<file path="config.mk">
export PLATFORM = sky130hd
export DESIGN_NAME = du_dump_receiver
export DESIGN_NICKNAME = d
export VERILOG_FILES = /design/src/rtl/du_dump_receiver.sv
export SDC_FILE = /design/constraint.sdc
export NUM_CORES = 1
export LEC_CHECK = 0
export CAP_MARGIN = 10
export CORE_MARGIN = 2
export CORE_UTILIZATION = 52
export CTS_BUF_LIST = sky130_fd_sc_hd__clkbuf_2 sky130_fd_sc_hd__clkbuf_4 sky130_fd_sc_hd__clkbuf_8
export CTS_CLUSTER_SIZE = 24
export DETAILED_ROUTE_END_ITERATION = 16
export PLACE_DENSITY = 0.78
export SYNTH_ARGS = -nofsm -noshare
export SYNTH_HDL_FRONTEND = slang
export SYNTH_SLANG_ARGS = --single-unit
</file>
<file path="constraint.sdc">
create_clock -name i_clock -period 2.08 [get_ports i_clock]
set_input_delay 0.208 -clock i_clock [delete_from_list [all_inputs] [get_ports i_clock]]
set_output_delay 0.208 -clock i_clock [all_outputs]
set_load 0.03 [all_outputs]
</file>
<file path="src/rtl/du_dump_receiver.sv">
// Reassembles the debug unit's UART dump (PC, register bank, data memory) into
// 32-bit words tagged with section and index. Optional XOR trailer: DU_DUMP_CHECKSUM_EN.
module du_dump_receiver #(
  parameter int BYTE           = 8,
  parameter int DWORD          = 32,
  parameter int RB_ADDR_SIZE   = 5,
  parameter int ADDR           = 5,
  parameter int TIMEOUT_CYCLES = 1000000,
  localparam int IDX_W = (RB_ADDR_SIZE > ADDR) ? RB_ADDR_SIZE : ADDR
) (
  input  logic             i_clock,
  input  logic             i_reset,
  input  logic             i_arm,
  input  logic [BYTE-1:0]  i_rx_data,
  input  logic             i_rx_done,
  output logic             o_word_valid,
  output logic [DWORD-1:0] o_word,
  output logic [1:0]       o_section,
  output logic [IDX_W-1:0] o_index,
  output logic             o_busy,
  output logic             o_frame_done,
  output logic             o_timeout_error,
  output logic             o_frame_error
);

  localparam int TO_W = $clog2(TIMEOUT_CYCLES + 1);
  localparam logic [IDX_W-1:0] REG_LAST = IDX_W'((1 << RB_ADDR_SIZE) - 1);
  localparam logic [IDX_W-1:0] MEM_LAST = IDX_W'((1 << ADDR) - 1);
  localparam logic [TO_W-1:0]  TO_LAST  = TO_W'(TIMEOUT_CYCLES - 1);

  localparam logic [1:0] SEC_PC  = 2'd0;
  localparam logic [1:0] SEC_REG = 2'd1;
  localparam logic [1:0] SEC_MEM = 2'd2;

  typedef enum logic [2:0] {
    S_IDLE,
    S_ARMED,
    S_PC,
    S_REGS,
    S_MEM,
`ifdef DU_DUMP_CHECKSUM_EN
    S_CHECK,
`endif
    S_DONE
  } state_t;

  state_t           state;
  logic [1:0]       byte_cnt;
  logic [IDX_W-1:0] index;
  logic [TO_W-1:0]  to_cnt;
  logic [DWORD-1:0] word_buf;
  logic [DWORD-1:0] word_next;
  logic             in_check;

`ifdef DU_DUMP_CHECKSUM_EN
  logic [BYTE-1:0]  csum;
  assign in_check = (state == S_CHECK);
`else
  assign in_check      = 1'b0;
  assign o_frame_error = 1'b0;
`endif

  // NOTE: give every always_comb output a default first; a path that leaves it
  // unassigned makes synthesis infer a latch.
  always_comb begin
    word_next = word_buf;
    word_next[byte_cnt*BYTE +: BYTE] = i_rx_data;
  end

  // NOTE: state lives in always_ff and is updated with <= only, so every branch
  // reads the pre-edge values regardless of statement order.
  always_ff @(posedge i_clock) begin
    if (i_reset) begin
      state           <= S_IDLE;
      byte_cnt        <= '0;
      index           <= '0;
      to_cnt          <= '0;
      word_buf        <= '0;
      o_word_valid    <= 1'b0;
      o_word          <= '0;
      o_section       <= '0;
      o_index         <= '0;
      o_busy          <= 1'b0;
      o_frame_done    <= 1'b0;
      o_timeout_error <= 1'b0;
`ifdef DU_DUMP_CHECKSUM_EN
      csum            <= '0;
      o_frame_error   <= 1'b0;
`endif
    end else begin
      o_word_valid <= 1'b0;
      o_frame_done <= 1'b0;
      if (i_arm) begin
        // Arm restarts from scratch in any state and drops a coincident byte.
        state           <= S_ARMED;
        o_busy          <= 1'b1;
        byte_cnt        <= '0;
        index           <= '0;
        to_cnt          <= '0;
        o_timeout_error <= 1'b0;
`ifdef DU_DUMP_CHECKSUM_EN
        csum            <= '0;
        o_frame_error   <= 1'b0;
`endif
      end else begin
        case (state)
          S_IDLE, S_DONE: state <= S_IDLE;
          default: begin
            if (!i_rx_done) begin
              // The gap timer only runs once the first byte of the frame is in.
              if (state != S_ARMED) begin
                if (to_cnt == TO_LAST) begin
                  o_timeout_error <= 1'b1;
                  o_busy          <= 1'b0;
                  state           <= S_IDLE;
                  to_cnt          <= '0;
                  byte_cnt        <= '0;
                  index           <= '0;
                end else begin
                  to_cnt <= to_cnt + 1'b1;
                end
              end
            end else begin
              to_cnt <= '0;
`ifdef DU_DUMP_CHECKSUM_EN
              csum <= csum ^ i_rx_data;
`endif
              if (in_check) begin
`ifdef DU_DUMP_CHECKSUM_EN
                if (csum != i_rx_data) o_frame_error <= 1'b1;
`endif
                o_frame_done <= 1'b1;
                o_busy       <= 1'b0;
                state        <= S_DONE;
              end else begin
                word_buf <= word_next;
                byte_cnt <= byte_cnt + 1'b1;
                if (state == S_ARMED) state <= S_PC;
                if (byte_cnt == 2'd3) begin
                  o_word_valid <= 1'b1;
                  o_word       <= word_next;
                  o_index      <= index;
                  case (state)
                    S_PC: begin
                      o_section <= SEC_PC;
                      state     <= S_REGS;
                      index     <= '0;
                    end
                    S_REGS: begin
                      o_section <= SEC_REG;
                      if (index == REG_LAST) begin
                        state <= S_MEM;
                        index <= '0;
                      end else begin
                        index <= index + 1'b1;
                      end
                    end
                    S_MEM: begin
                      o_section <= SEC_MEM;
                      if (index == MEM_LAST) begin
                        index <= '0;
`ifdef DU_DUMP_CHECKSUM_EN
                        state <= S_CHECK;
`else
                        o_frame_done <= 1'b1;
                        o_busy       <= 1'b0;
                        state        <= S_DONE;
`endif
                      end else begin
                        index <= index + 1'b1;
                      end
                    end
                    default: ;
                  endcase
                end
              end
            end
          end
        endcase
      end
    end
  end

endmodule

</file>
==> impl_table.tex, run 1 <==
\begin{tabular}{lr}
\hline
Metric & Value \\
\hline
\multicolumn{2}{l}{\textbf{Timing}} \\
\quad Post-Route Setup TNS & 0 ns \\
\quad Worst relative slew slack & 0.490 \\
\quad Number of setup violations in the final report & 0 \\
\quad Slew Limit Fails & 0 \\
\quad RSZ-0062 raised after global routing & false \\
\quad Max Fclk & 0.510 GHz \\
\quad Actual slew at the worst max-slew pin & 0.765 ns \\
\quad Fin worst setup slack & 0.119 ns \\
\quad Final count of hold timing violations & 0 \\
\quad Period utilisation layout & 0.943 \\
\quad Post-layout minimum cycle time & 1.96 ns \\
\quad Worst-case clock skew & 0.0114 ns \\
\multicolumn{2}{l}{\textbf{Place}} \\
\quad Cell count after placement & 732 \\
\quad Port buffer count & 54 \\
\quad Pre-CTS setup slack & 0.0732 ns \\
\quad HPWL reported at the end of detailed placement & 7950 um \\
\quad Final estimated routing congestion in global placement & 0.922 \\
\multicolumn{2}{l}{\textbf{Clock tree}} \\
\quad TritonCTS Buffers & 9 \\
\quad Clock network latency to the later pin of the worst-skew pair & 0.37 ns \\
\quad CTS Root Buffer Type & clkbuf\_8 \\
\quad \# clock sinks & 105 \\
\quad Count of H-tree levels built during CTS & 3 \\
\quad Maximum root-to-sink buffer count & 2 \\
\quad Clock-pin slew of the registers on the worst-case setup and hold paths & 0.10 ns \\
\quad Clock tree from TritonCTS & yes \\
\multicolumn{2}{l}{\textbf{Global route}} \\
\quad Pin count of the biggest net entering global routing & 75 \\
\quad Via count of the first global-routing pass & 4203 \\
\quad Overflow after GRT & 0 \\
\quad Gr usage total & 0.237 \\
\quad Initial antenna violation count & 0 \\
\quad Wire length of the first global-routing pass & 19500 um \\
\multicolumn{2}{l}{\textbf{Layout}} \\
\quad Nets & 655 \\
\quad \# fillers & 766 \\
\quad Layout cells sized above 1 & 0.125 \\
\quad Cell Count, Final, Fillers Out & 750 \\
\quad Antenna fix cells & 0 \\
\quad Syn-to-layout area delta & 22.1\% \\
\quad Utilization after layout & 0.646 \\
\multicolumn{2}{l}{\textbf{Route}} \\
\quad Router iterations before antenna repair & 4 \\
\quad Remaining number of nets flagged by the antenna check after routing & 0 \\
\quad Detailed router's first-iteration violation count & 174 \\
\quad Total wirelength of the detailed-routed design & 11500 um \\
\quad Post-route DRC & 0 \\
\quad Routed WL per cell & 15.3 um \\
\quad Average via count per standard cell & 5.78 \\
\quad Count of vias placed by the detailed router & 4335 \\
\multicolumn{2}{l}{\textbf{Run status}} \\
\quad Outcome & complete, no violations \\
\multicolumn{2}{l}{\textbf{Synth}} \\
\quad Async set or reset register ratio after synthesis & 0 \\
\quad Count of cell types in the netlist & 63 \\
\quad Post-synthesis sequential element count & 105 \\
\quad Syn Area/Cell & 8.51 um\^{}2 \\
\quad Synthesis warning total & 0 \\
\quad Most used flip-flop cell after synthesis & dfxtp\_1 \\
\quad Post-synth EDFFs & 0 \\
\quad Post-synthesis net count & 587 \\
\quad Cell count after synthesis & 566 \\
\quad Library cell with the largest summed area after synthesis & dfxtp\_1 \\
\quad Cell types with the highest counts after synthesis & dfxtp\_1, nor2\_1, a211oi\_1 \\
\quad Cell with the most instances after synthesis & dfxtp\_1 \\
\quad Post-synthesis instance area & 0.00482 mm\^{}2 \\
\quad Cells taking the most area after synthesis & dfxtp\_1, a211oi\_1, nor2\_1 \\
\quad Area share of the largest cell type after synthesis & 0.436 \\
\quad Part of the Yosys area used for sequential elements & 0.436 \\
\multicolumn{2}{l}{\textbf{Setup path}} \\
\quad Longest individual stage delay on the worst path & 0.35 ns \\
\quad Ordered cell list for the critical path & ha\_2 > and4\_2 > and2\_4 > a311oi\_2 > buf\_4 > or3b\_1 > a31oi\_1 \\
\quad WS Path Type & flop to flop \\
\quad Required time at the worst-slack endpoint & 2.39 ns \\
\quad Critical Path End Type & flop \\
\quad Worst Setup Start Kind & flop \\
\quad Critical-path top delay cell & dfxtp\_2 \\
\quad Arrival time of data at the critical path endpoint & 2.27 ns \\
\quad Critical path fanouts, max & 7 \\
\multicolumn{2}{l}{\textbf{Floorplanning}} \\
\quad Width of the chip & 100 um \\
\quad Core Area & 0.00911 mm\^{}2 \\
\quad Die area & 0.0101 mm\^{}2 \\
\quad Number of rows in the core area & 35 \\
\quad Boundary Pins & 56 \\
\quad Die Ht & 100 um \\
\quad Initial Util & 0.529 \\
\multicolumn{2}{l}{\textbf{Power and ir drop}} \\
\quad Power density over the cells & 627 mW/mm\^{}2 \\
\quad Pwr Total & 3.69 mW \\
\quad Leakage power figure & 1.98 nW \\
\quad Max IR drop VDD & 0.000423 V \\
\multicolumn{2}{l}{\textbf{Worst hold path}} \\
\quad Min-Delay Path Class & primary input to flop \\
\multicolumn{2}{l}{\textbf{Job}} \\
\quad Max-cap check violation count & 0 \\
\hline
\end{tabular}
per-stage QoR:
| stage | instance area [um^2] | hold WS (ns) |
|---|---|---|
| floorplan | 4820 | 0.334 |
| global placement | 5640 | 0.438 |
| detailed placement | 5640 | 0.450 |
| CTS | 5850 | 0.283 |
| global route | 5880 | 0.344 |
| finish | 5880 | 0.308 |
final cells by class:
cell class,instances,area [um^2],area share
clock inverters,5,62.6,0.0106
inverters,11,41.3,0.00702
repair buffers,97,887,0.151
multi-input cells,410,2500,0.425
flip-flops and latches,105,2100,0.358
well taps,111,139,0.0236
clock buffers,11,145,0.0247
worst paths after layout:
kind	startpoint	endpoint	slack (ns)	cells after the start
max	to_cnt[1]	to_cnt[17]	0.12	7
min	i_reset	index[3]	0.31	4
min reg2reg	o_timeout_error	o_timeout_error	0.46	2
max reg2reg	to_cnt[1]	to_cnt[17]	0.12	7
kinds of logic after synthesis:
| family | Yosys count | share of synthesized area |
|---|---|---|
| simple gates | 224 | 0.241 |
| compound gates | 164 | 0.225 |
| flops | 105 | 0.436 |
| buf+inv | 51 | 0.0501 |
| fa+ha+maj | 9 | 0.0234 |
| mux | 7 | 0.0145 |
| xor+xnor | 5 | 0.00909 |
| other cells | 1 | 0.000778 |
per-layer routing:
| metal | global-route usage | part of all wire |
|---|---|---|
| met2 | 0.392 | 0.48 |
| met5 | 0 | 0 |
| met1 | 0.310 | 0.45 |
| met4 | 0.106 | 0.024 |
| met3 | 0.0320 | 0.045 |
flip-flops by register name, summed over array words and instances (netlist names):
signal	count
o_timeout_error	1
index	5
byte_cnt	2
o_word	32
o_frame_done	1
o_busy	1
to_cnt	20
state	3
o_word_valid	1
o_index	5
word_buf	32
o_section	2
power breakdown:
| part | total [mW] | switching, mW | internal (mW) | leakage (nW) |
|---|---|---|---|---|
| sequential | 2.06 | 0.0194 | 2.04 | 0.850 |
| combinational | 0.282 | 0.171 | 0.111 | 1.02 |
| clock | 1.35 | 0.732 | 0.615 | 0.105 |
| total | 3.69 | 0.922 | 2.77 | 1.98 |
layout by cell type (no fill, tap or decap), types with 3 or more instances in the layout:
| master | count |
|---|---|
| dfxtp_1 | 103 |
| nor2_1 | 81 |
| a211oi_1 | 68 |
| clkdlybuf4s50_1 | 53 |
| a21oi_1 | 51 |
| buf_4 | 40 |
| nor2b_1 | 37 |
| nand2_1 | 31 |
| nand3_1 | 17 |
| o21ai_0 | 13 |
| inv_1 | 11 |
| nor3_1 | 11 |
| clkbuf_8 | 10 |
| ha_1 | 8 |
| nand4_1 | 7 |
| mux2i_1 | 7 |
| a31oi_1 | 6 |
| nor4_1 | 6 |
| xnor2_1 | 5 |
| or2_2 | 3 |
| nor3b_1 | 3 |
| a21o_1 | 3 |
| a22o_1 | 3 |
critical path, delay by kind of cell, from the launching register on:
family / cells / cell delay [ns]
simple gates: 3 / 0.76
buf+inv: 1 / 0.19
compound gates: 2 / 0.42
fa+ha+maj: 1 / 0.19
flops: 1 / 0.35
timing repair:
item,in CTS,in global routing
endpoints found under the setup margin,0,25
setup buffers,0,2
gates resized for setup,0,6
hold buffers,0,0
No activity file was read; power rests on OpenSTA's default activity.
==> inputs of run 2 (changes only) <==
PLACE_DENSITY = 0.82   (was 0.78)
==> run 2 against run 1 <==
Effect of this change:
- sequential power about the same
- via count grew 2.3%
- register-to-register slack worse by 0.099 ns
- combinational power grew 2%
- clock skew rose by 0.0030 ns
- largest cell class unchanged
- sequential cell count unchanged
- fmax decreased by 4.8%
==> impl_table.tex, run 2 (same netlist as run 1, synthesis figures left out) <==
\begin{tabular}{lr}
\hline
Metric & Value \\
\hline
\multicolumn{2}{l}{\textbf{Timing}} \\
\quad Period utilisation layout & 0.990 \\
\quad Post-Route Setup TNS & 0 ns \\
\quad Worst-case clock skew & 0.0144 ns \\
\quad Final count of hold timing violations & 0 \\
\quad Worst relative slew slack & 0.508 \\
\quad Post-layout minimum cycle time & 2.06 ns \\
\quad Number of setup violations in the final report & 0 \\
\quad Max Fclk & 0.485 GHz \\
\quad Slew Limit Fails & 0 \\
\quad Actual slew at the worst max-slew pin & 0.738 ns \\
\quad Fin worst setup slack & 0.0201 ns \\
\multicolumn{2}{l}{\textbf{Layout}} \\
\quad Cell Count, Final, Fillers Out & 749 \\
\quad Utilization after layout & 0.648 \\
\quad Antenna fix cells & 0 \\
\quad Leading cell types in the layout, fill and taps excluded & dfxtp\_1, nor2\_1, a211oi\_1, clkdlybuf4s50\_1, a21oi\_1 \\
\quad Syn-to-layout area delta & 22.5\% \\
\quad Layout cells sized above 1 & 0.124 \\
\quad \# fillers & 752 \\
\quad Most common cell after layout, fill and taps aside & dfxtp\_1 \\
\quad Nets & 654 \\
\quad Top Registers & o\_word (32), word\_buf (32), to\_cnt (20) \\
\multicolumn{2}{l}{\textbf{Clock tree}} \\
\quad CTS Hold Bufs & 0 \\
\quad Maximum root-to-sink buffer count & 2 \\
\quad Clock tree from TritonCTS & yes \\
\quad CTS Root Buffer Type & clkbuf\_8 \\
\quad Clock network latency to the later pin of the worst-skew pair & 0.37 ns \\
\quad TritonCTS Buffers & 9 \\
\quad Clock-pin slew of the registers on the worst-case setup and hold paths & 0.10 ns \\
\quad Count of H-tree levels built during CTS & 3 \\
\quad \# clock sinks & 105 \\
\multicolumn{2}{l}{\textbf{Route}} \\
\quad Router iterations before antenna repair & 5 \\
\quad Routed WL per cell & 15.6 um \\
\quad Detailed router's first-iteration violation count & 210 \\
\quad Post-route DRC & 0 \\
\quad Total wirelength of the detailed-routed design & 11700 um \\
\quad Remaining number of nets flagged by the antenna check after routing & 0 \\
\quad Count of vias placed by the detailed router & 4433 \\
\quad Average via count per standard cell & 5.92 \\
\multicolumn{2}{l}{\textbf{Floorplanning}} \\
\quad Die area & 0.0101 mm\^{}2 \\
\quad Die Ht & 100 um \\
\quad Initial Util & 0.529 \\
\quad Width of the chip & 100 um \\
\quad Core Area & 0.00911 mm\^{}2 \\
\quad Number of rows in the core area & 35 \\
\quad Boundary Pins & 56 \\
\multicolumn{2}{l}{\textbf{Power and ir drop}} \\
\quad Leakage power figure & 1.98 nW \\
\quad Pwr Total & 3.67 mW \\
\quad Max IR drop VDD & 0.000451 V \\
\quad Power density over the cells & 621 mW/mm\^{}2 \\
\multicolumn{2}{l}{\textbf{Place}} \\
\quad Final estimated routing congestion in global placement & 0.901 \\
\quad Port buffer count & 54 \\
\quad Pre-CTS setup slack & 0.00544 ns \\
\quad Cell count after placement & 731 \\
\quad HPWL reported at the end of detailed placement & 8080 um \\
\multicolumn{2}{l}{\textbf{Setup path}} \\
\quad Origin of the critical flop-to-flop path & to\_cnt[18] \\
\quad Longest individual stage delay on the worst path & 0.53 ns \\
\quad Ordered cell list for the critical path & or4bb\_1 > nor4\_4 > a311oi\_4 > buf\_6 > buf\_4 > a41oi\_1 > a31oi\_1 \\
\quad Arrival time of data at the critical path endpoint & 2.31 ns \\
\quad Required time at the worst-slack endpoint & 2.33 ns \\
\quad Critical Path End Type & flop \\
\quad Critical Path Source & to\_cnt[18] \\
\quad Worst Setup Start Kind & flop \\
\quad Worst reg-to-reg setup slack & 0.02 ns \\
\quad Critical-path top delay cell & or4bb\_1 \\
\quad WS Path Type & flop to flop \\
\quad Critical path fanouts, max & 5 \\
\multicolumn{2}{l}{\textbf{Global route}} \\
\quad Wire length of the first global-routing pass & 19300 um \\
\quad Via count of the first global-routing pass & 4156 \\
\quad Gr usage total & 0.236 \\
\quad Overflow after GRT & 0 \\
\quad Initial antenna violation count & 0 \\
\quad Pin count of the biggest net entering global routing & 75 \\
\multicolumn{2}{l}{\textbf{Worst hold path}} \\
\quad Source of the worst hold timing path & i\_reset \\
\quad Min-Delay Path Class & primary input to flop \\
\multicolumn{2}{l}{\textbf{Run status}} \\
\quad Outcome & complete, no violations \\
\multicolumn{2}{l}{\textbf{Job}} \\
\quad Max-cap check violation count & 0 \\
\hline
\end{tabular}
## run 2: final timing paths
path / to / cells past startpoint
setup / recovery: to_cnt[16] / 7
hold reg to reg: o_timeout_error / 2
setup reg to reg: to_cnt[16] / 7
hold / removal: index[3] / 4
## run 2: metrics by stage
stage / area (um^2) / hold slack (ns)
after CTS: 5840 / 0.295
final: 5900 / 0.313
after floorplan: 4820 / 0.334
after global routing: 5900 / 0.323
after detailed placement: 5640 / 0.442
after global placement: 5640 / 0.436
## run 2: worst max-delay path, delay by kind of cell (launching register included)
kind	cells	cell delay (ns)
and+or+nand+nor	2	0.82
buffers and inverters	2	0.31
AOI/OAI and AO/OA	3	0.46
DFF	1	0.35
## run 2: where the power goes
group | leakage, nW | internal [mW] | switching (mW)
logic | 1.02 | 0.115 | 0.172
clock network | 0.108 | 0.580 | 0.739
registers | 0.849 | 2.04 | 0.0198
total | 1.98 | 2.74 | 0.930
## run 2: timing repair
item,in CTS,in global routing
gates resized for setup,0,7
setup endpoints to repair,0,13
buffers inserted,0,1
endpoints found under the hold margin,0,0
## run 2: layout make-up
type                       instances  area [um^2]  area share
timing repair buffer              96          883       0.150
sequential                       105         2100       0.356
clock inverter                     7         83.8      0.0142
clock buffer                       9          124      0.0210
inverter                          11         41.3     0.00700
multi-input combinational        410         2530       0.428
tap                              111          139      0.0235
## run 2: layer usage
layer  up-vias  global-route usage  part of all wire
met2       127               0.381              0.47
met3        20              0.0418             0.047
met5         -                   0                 0
met1      2120               0.317              0.46
li1       2166                   -                 -
met4         0              0.0875             0.018
